**src/rtl/instr_decoder_pipe.sv**
```systemverilog
// Pipelined 8-bit instruction decoder for the course microprocessor.
// Latches instruction words from program memory into ir under valid/stall/flush
// control, decodes them into datapath control signals (optionally through a
// registered stage) and keeps saturating retired-instruction and NOP counters.
//
// Ports:
//   clk, reset         clock (rising edge), asynchronous active-high reset
//   next_instr         instruction word from program memory
//   instr_valid        next_instr is valid this cycle
//   stall, flush       hold the pipeline / discard the current slot
//   ir, ir_nibble      instruction register and its immediate nibble
//   dec_valid          decode outputs describe a real instruction
//   jmp, jmp_nz        unconditional / not-zero jump
//   i_sel, x_sel, y_sel, source_sel, reg_en, from_ID   datapath controls
//   nop_hit            current instruction is one of the NOP opcodes
//   retired_cnt, nop_cnt  saturating performance counters
module instr_decoder_pipe #(
  parameter int unsigned CNT_W   = 16,
  parameter int unsigned DEC_REG = 0,
  parameter logic [7:0]  NOP0    = 8'hC8,
  parameter logic [7:0]  NOP1    = 8'hCF,
  parameter logic [7:0]  NOP2    = 8'hD8,
  parameter logic [7:0]  NOP3    = 8'hDF
) (
  input  logic             clk,
  input  logic             reset,
  input  logic [7:0]       next_instr,
  input  logic             instr_valid,
  input  logic             stall,
  input  logic             flush,
  output logic [7:0]       ir,
  output logic             dec_valid,
  output logic [3:0]       ir_nibble,
  output logic             jmp,
  output logic             jmp_nz,
  output logic             i_sel,
  output logic             x_sel,
  output logic             y_sel,
  output logic [3:0]       source_sel,
  output logic [8:0]       reg_en,
  output logic [7:0]       from_ID,
  output logic             nop_hit,
  output logic [CNT_W-1:0] retired_cnt,
  output logic [CNT_W-1:0] nop_cnt
);

  typedef struct packed {
    logic [8:0] reg_en;
    logic [3:0] source_sel;
    logic       jmp;
    logic       jmp_nz;
    logic       i_sel;
    logic       x_sel;
    logic       y_sel;
    logic       nop_hit;
  } dec_t;

  localparam dec_t DEC_RST = '{reg_en: 9'h1FF, source_sel: 4'd10, jmp: 1'b0,
                               jmp_nz: 1'b0, i_sel: 1'b0, x_sel: 1'b0,
                               y_sel: 1'b0, nop_hit: 1'b0};
  localparam dec_t DEC_BUB = '{reg_en: 9'h000, source_sel: 4'd0, jmp: 1'b0,
                               jmp_nz: 1'b0, i_sel: 1'b0, x_sel: 1'b0,
                               y_sel: 1'b0, nop_hit: 1'b0};

  function automatic logic is_nop(input logic [7:0] op);
    return (op == NOP0) || (op == NOP1) || (op == NOP2) || (op == NOP3);
  endfunction

  // Destination code 4 selects the o_reg enable (bit 8); bit 4 belongs to the ALU.
  function automatic logic [8:0] dest_onehot(input logic [2:0] d);
    return (d == 3'd4) ? 9'h100 : (9'h001 << d);
  endfunction

  function automatic dec_t decode(input logic [7:0] op, input logic v);
    dec_t       d;
    logic [2:0] dst;
    logic [2:0] src;
    d   = DEC_BUB;
    dst = op[6:4];
    src = op[2:0];
    if (v) begin
      d.i_sel   = 1'b1;
      d.nop_hit = is_nop(op);
      if (!op[7]) begin
        // load immediate
        d.reg_en     = dest_onehot(dst);
        d.reg_en[6]  = d.reg_en[6] | (dst == 3'd7);
        d.source_sel = 4'd8;
        d.i_sel      = (dst != 3'd6);
      end else if (!op[6]) begin
        // register move
        dst          = op[5:3];
        d.reg_en     = dest_onehot(dst);
        d.reg_en[6]  = d.reg_en[6] | (dst == 3'd7) | (src == 3'd7);
        if (src == 3'd4)
          d.source_sel = 4'd4;
        else if (src == dst)
          d.source_sel = 4'd9;
        else
          d.source_sel = {1'b0, src};
        d.i_sel      = (dst != 3'd6);
      end else if (!op[5]) begin
        // ALU operation
        d.reg_en[4]  = 1'b1;
        d.x_sel      = op[4];
        d.y_sel      = op[3];
        d.source_sel = {1'b0, src};
      end else begin
        // jumps
        d.jmp        = ~op[4];
        d.jmp_nz     = op[4];
        d.source_sel = {1'b0, src};
      end
    end
    return d;
  endfunction

  logic [7:0]       ir_q;
  logic             dv_q;
  logic [CNT_W-1:0] retired_q;
  logic [CNT_W-1:0] nop_q;

  // Fetch stage: flush beats stall beats instr_valid.
  always_ff @(posedge clk or posedge reset) begin
    if (reset) begin
      ir_q      <= NOP0;
      dv_q      <= 1'b0;
      retired_q <= '0;
      nop_q     <= '0;
    end else if (flush) begin
      dv_q <= 1'b0;
    end else if (!stall) begin
      if (instr_valid) begin
        ir_q <= next_instr;
        dv_q <= 1'b1;
        if (retired_q != '1)
          retired_q <= retired_q + CNT_W'(1);
        if (is_nop(next_instr) && (nop_q != '1))
          nop_q <= nop_q + CNT_W'(1);
      end else begin
        dv_q <= 1'b0;
      end
    end
  end

  dec_t       dec_c;
  dec_t       dec_o;
  logic [7:0] ir_o;
  logic       dv_o;

  assign dec_c = decode(ir_q, dv_q);

  if (DEC_REG != 0) begin : g_reg
    dec_t       dec_q;
    logic [7:0] ir_d;
    logic       dv_d;

    // Registered decode; ir/dec_valid travel alongside to stay aligned.
    always_ff @(posedge clk or posedge reset) begin
      if (reset) begin
        dec_q <= DEC_RST;
        ir_d  <= NOP0;
        dv_d  <= 1'b0;
      end else if (flush) begin
        dec_q <= DEC_BUB;
        ir_d  <= ir_q;
        dv_d  <= 1'b0;
      end else if (!stall) begin
        dec_q <= dec_c;
        ir_d  <= ir_q;
        dv_d  <= dv_q;
      end
    end

    assign dec_o = dec_q;
    assign ir_o  = ir_d;
    assign dv_o  = dv_d;
  end else begin : g_comb
    // Reset pattern must appear asynchronously even though decode is combinational.
    assign dec_o = reset ? DEC_RST : dec_c;
    assign ir_o  = ir_q;
    assign dv_o  = dv_q;
  end

  assign ir          = ir_o;
  assign dec_valid   = dv_o;
  assign ir_nibble   = ir_o[3:0];
  assign jmp         = dec_o.jmp;
  assign jmp_nz      = dec_o.jmp_nz;
  assign i_sel       = dec_o.i_sel;
  assign x_sel       = dec_o.x_sel;
  assign y_sel       = dec_o.y_sel;
  assign source_sel  = dec_o.source_sel;
  assign reg_en      = dec_o.reg_en;
  assign from_ID     = dec_o.reg_en[7:0];
  assign nop_hit     = dec_o.nop_hit;
  assign retired_cnt = retired_q;
  assign nop_cnt     = nop_q;

endmodule
```
**config.mk**
```make
export PLATFORM = sky130hd
export DESIGN_NAME = instr_decoder_pipe
export DESIGN_NICKNAME = d
export VERILOG_FILES = /design/src/rtl/instr_decoder_pipe.sv
export SDC_FILE = /design/constraint.sdc
export NUM_CORES = 1
export LEC_CHECK = 0
export CAP_MARGIN = 0
export CORE_ASPECT_RATIO = 0.8
export CORE_MARGIN = 2
export CORE_UTILIZATION = 45
export CTS_CLUSTER_DIAMETER = 100
export CTS_CLUSTER_SIZE = 24
export DETAILED_ROUTE_END_ITERATION = 12
export PLACE_DENSITY = 0.87
export SETUP_SLACK_MARGIN = 0.05
export SLEW_MARGIN = 20
export SYNTH_ARGS = -nofsm -noshare
export SYNTH_HDL_FRONTEND = slang
export SYNTH_SLANG_ARGS = --single-unit
```
**constraint.sdc**
```tcl
create_clock -name clk -period 4.5 [get_ports clk]
set_clock_uncertainty 0.15 [all_clocks]
set_input_delay 0.9 -clock clk [delete_from_list [all_inputs] [get_ports clk]]
set_output_delay 0.9 -clock clk [all_outputs]
set_load 0.01 [all_outputs]
```
==> load_flow_metrics.sql <==
INSERT INTO impl_metrics (metric_group, metric, value, unit) VALUES
('clock_tree', 'clock_root_cell', 'clkbuf_8', ''),
('logic_synthesis', 'synth.distinct_cells', '41', ''),
('logic_synthesis', 'ys_seq_elements', '41', ''),
('critical_path', 'crit_type', 'in2out', ''),
('clock_tree', 'cts_sinks', '41', ''),
('sta', 'finalHoldViolations', '0', ''),
('critical_path', 'r2r_slack', '2420', 'ps'),
('critical_path', 'worstPathArrival', '2730', 'ps'),
('sta', 'grt_setup_unrepaired', 'false', ''),
('placed_design', 'placed_instance_count', '375', ''),
('sta', 'min_period_over_period', '0.840', ''),
('sta', 'timing.hold.ws', '349', 'ps'),
('die', 'initial_core_util', '0.469', ''),
('die', 'core_region_area', '5010', 'um^2'),
('die', 'fp.dieArea', '5820', 'um^2'),
('clock_tree', 'cts_tree', 'done', ''),
('clock_tree', 'cts.reportedPaths.clkPinSlew', '70', 'ps'),
('drt', 'wl_per_cell', '13.7', 'um'),
('logic_synthesis', 'netlist_area', '2350', 'um^2'),
('die', 'chipHeight', '68.6', 'um'),
('drt', 'starting_drt_drc_count', '72', ''),
('logic_synthesis', 'yosysWarnings', '0', ''),
('final_layout', 'mostFrequentLayoutCell', 'clkdlybuf4s50_1', ''),
('global_route', 'grt_start_max_net_pins', '50', ''),
('global_route', 'grt_pass1_vias', '1845', ''),
('clock_tree', 'post_cts_setup_repair_bufs', '0', ''),
('critical_path', 'required', '3450', 'ps'),
('final_layout', 'finish.instance_area', '3260', 'um^2'),
('global_route', 'global_route.usage.total', '0.183', ''),
('drt', 'routed-via-count', '2054', ''),
('drt', 'drt_wl_total', '5.23', 'mm'),
('critical_path', 'ff2ff_path_depth', '5', ''),
('final_layout', 'final_layout_size_suffix_gt1_frac', '0.0810', ''),
('sta', 'timing.final.setup_violations', '0', ''),
('placed_design', 'portBuffers', '84', ''),
('clock_tree', 'numCtsBuffers', '5', ''),
('job', 'drv_cap', '0', ''),
('final_layout', 'final_cell_mix', 'clkdlybuf4s50_1, nand2_1, dfrtp_1', ''),
('power', 'max-vdd-ir-drop', '0.000262', 'V'),
('worst_hold_path', 'hold_class', 'reg2reg', ''),
('clock_tree', 'clk_latency', '290', 'ps'),
('clock_tree', 'ctsHoldBuffers', '0', ''),
('logic_synthesis', 'syn-instance-count', '248', ''),
('global_route', 'wire_length_of_the_first_global_routing_pass', '8.49', 'mm'),
('sta', 'final_max_slew_viol_count', '0', ''),
('critical_path', 'worst_r2r_endpoint', 'nop_cnt[15]', ''),
('die', 'fp-row-count', '23', ''),
('logic_synthesis', 'mappedNetlistNets', '263', ''),
('worst_hold_path', 'timing.hold.worst_path_depth', '1', ''),
('logic_synthesis', 'yosysSeqAreaShare', '0.438', ''),
('clock_tree', 'clk_path_buf_depth', '2', ''),
('placed_design', 'gp_congestion', '0.875', ''),
('logic_synthesis', 'yosys.area.top_type_share', '0.405', ''),
('placed_design', 'dp_hpwl', '3.95', 'mm'),
('final_layout', 'n_antenna_cell', '0', ''),
('drt', 'avgViaCountPerCell', '5.36', ''),
('clock_tree', 'ctsHtreeMaxLevel', '2', ''),
('critical_path', 'timing.critical_path.to_type', 'output port', ''),
('status', 'outcome', 'complete, no violations', ''),
('clock_tree', 'post_cts_sizing_count', '0', ''),
('logic_synthesis', 'postSynthAreaPerCell', '9.47', 'um^2'),
('critical_path', 'crit_path_max_fanout', '49', ''),
('sta', 'fin_tns_setup', '0', 'ps'),
('sta', 'max_freq', '0.264', 'GHz'),
('power', 'cellLeakagePower', '1.43', 'nW'),
('final_layout', 'layout.cells.non_filler', '383', ''),
('sta', 'max_slew_margin', '0.520', ''),
('drt', 'drcViolationCount', '0', ''),
('drt', 'dr.pass1.iters', '4', ''),
('final_layout', 'design.final.nets', '335', ''),
('drt', 'drt.antenna.violating_nets', '0', '');
[layer usage]
metal,share of wire,global-route usage
met3,0.073,0.0488
met4,0.0097,0.0556
met1,0.46,0.234
met5,0,0
met2,0.46,0.310
[per-stage QoR]
step | power [W] | setup slack, ps | util
floorplan | 0.000609 | 553 | -
global placement | 0.000736 | 725 | 0.628
detailed placement | 0.000741 | 672 | 0.628
CTS | 0.00104 | 666 | 0.652
global route | 0.00109 | 511 | 0.652
finish | 0.00103 | 719 | 0.652
[final cells by class]
class | count | area [um^2]
Clock buffer | 7 | 86.3
Clock inverter | 1 | 30.0
Fill cell | 416 | 1740
Inverter | 5 | 18.8
Multi-Input combinational cell | 182 | 1170
Sequential cell | 41 | 1030
Tap cell | 62 | 77.6
Timing Repair Buffer | 85 | 848
[sequential cells by signal, summed over array words and instances (netlist names)]
name,count
nop_cnt,16
retired_cnt,16
dec_valid,1
ir,8
[logic make-up (layout without fill, tap and decap cells)]
group                    after synthesis  after routing  share of synthesized area
flip-flops                            41             41                      0.438
multiplexers                           8              8                     0.0373
AND/OR/NAND/NOR                      112            112                      0.249
AO/OA/AOI/OAI                         29             29                     0.0868
adder cells (fa/ha/maj)                2              2                     0.0107
buffers and inverters                 25             98                     0.0623
XOR/XNOR                              31             31                      0.116
[Yosys cell counts]
cell type  count
nand4_1        7
xnor2_1       11
o211ai_2       1
a31oi_1        1
buf_4         12
a41oi_1        1
o221a_2        1
a41o_1         2
o21ai_0       10
dfrtp_1       38
clkinv_1       1
and4_1         3
nor3b_4        1
nor3_1        10
nand2b_1       2
or3_1          2
nor2_1        16
a31o_2         2
nor3_2         2
mux2_2         6
xor2_1        20
a21oi_1        1
a311oi_1       1
nor2b_1        5
ha_1           2
nor4_4         1
a211oi_1       3
a21boi_0       3
or3b_1         1
inv_1          4
clkbuf_1       7
buf_6          1
o22ai_1        3
nor4_1         1
nand3b_1       1
and4b_1        1
and3_1         7
dfstp_2        3
nand2_1       39
nand3_1       13
mux2i_1        2
[report_power, final]
part           leakage [nW]  total (W)  internal (W)  switching, W
Clock                0.0585   0.000300      0.000181      0.000120
Combinational         0.823   0.000261      0.000148      0.000113
Sequential            0.544   0.000474      0.000406     0.0000673
Total                  1.43    0.00103      0.000735      0.000300
[worst max-delay path by stage]
| stage | slack [ps] | endpoint | start |
|---|---|---|---|
| after floorplan | 550 | nop_hit | reset |
| after global placement | 730 | from_ID[5] | reset |
| after detailed placement | 670 | from_ID[5] | reset |
| after CTS | 670 | from_ID[5] | reset |
| after global routing | 510 | from_ID[5] | reset |
| final | 720 | from_ID[5] | reset |
[worst max-delay path: stages]
cell and delay (ps):
clkdlybuf4s50_1 500, inv_2 90, buf_4 470, o21ai_0 230, clkdlybuf4s50_1 530
Note: power is estimated with default switching activity, not from simulation.
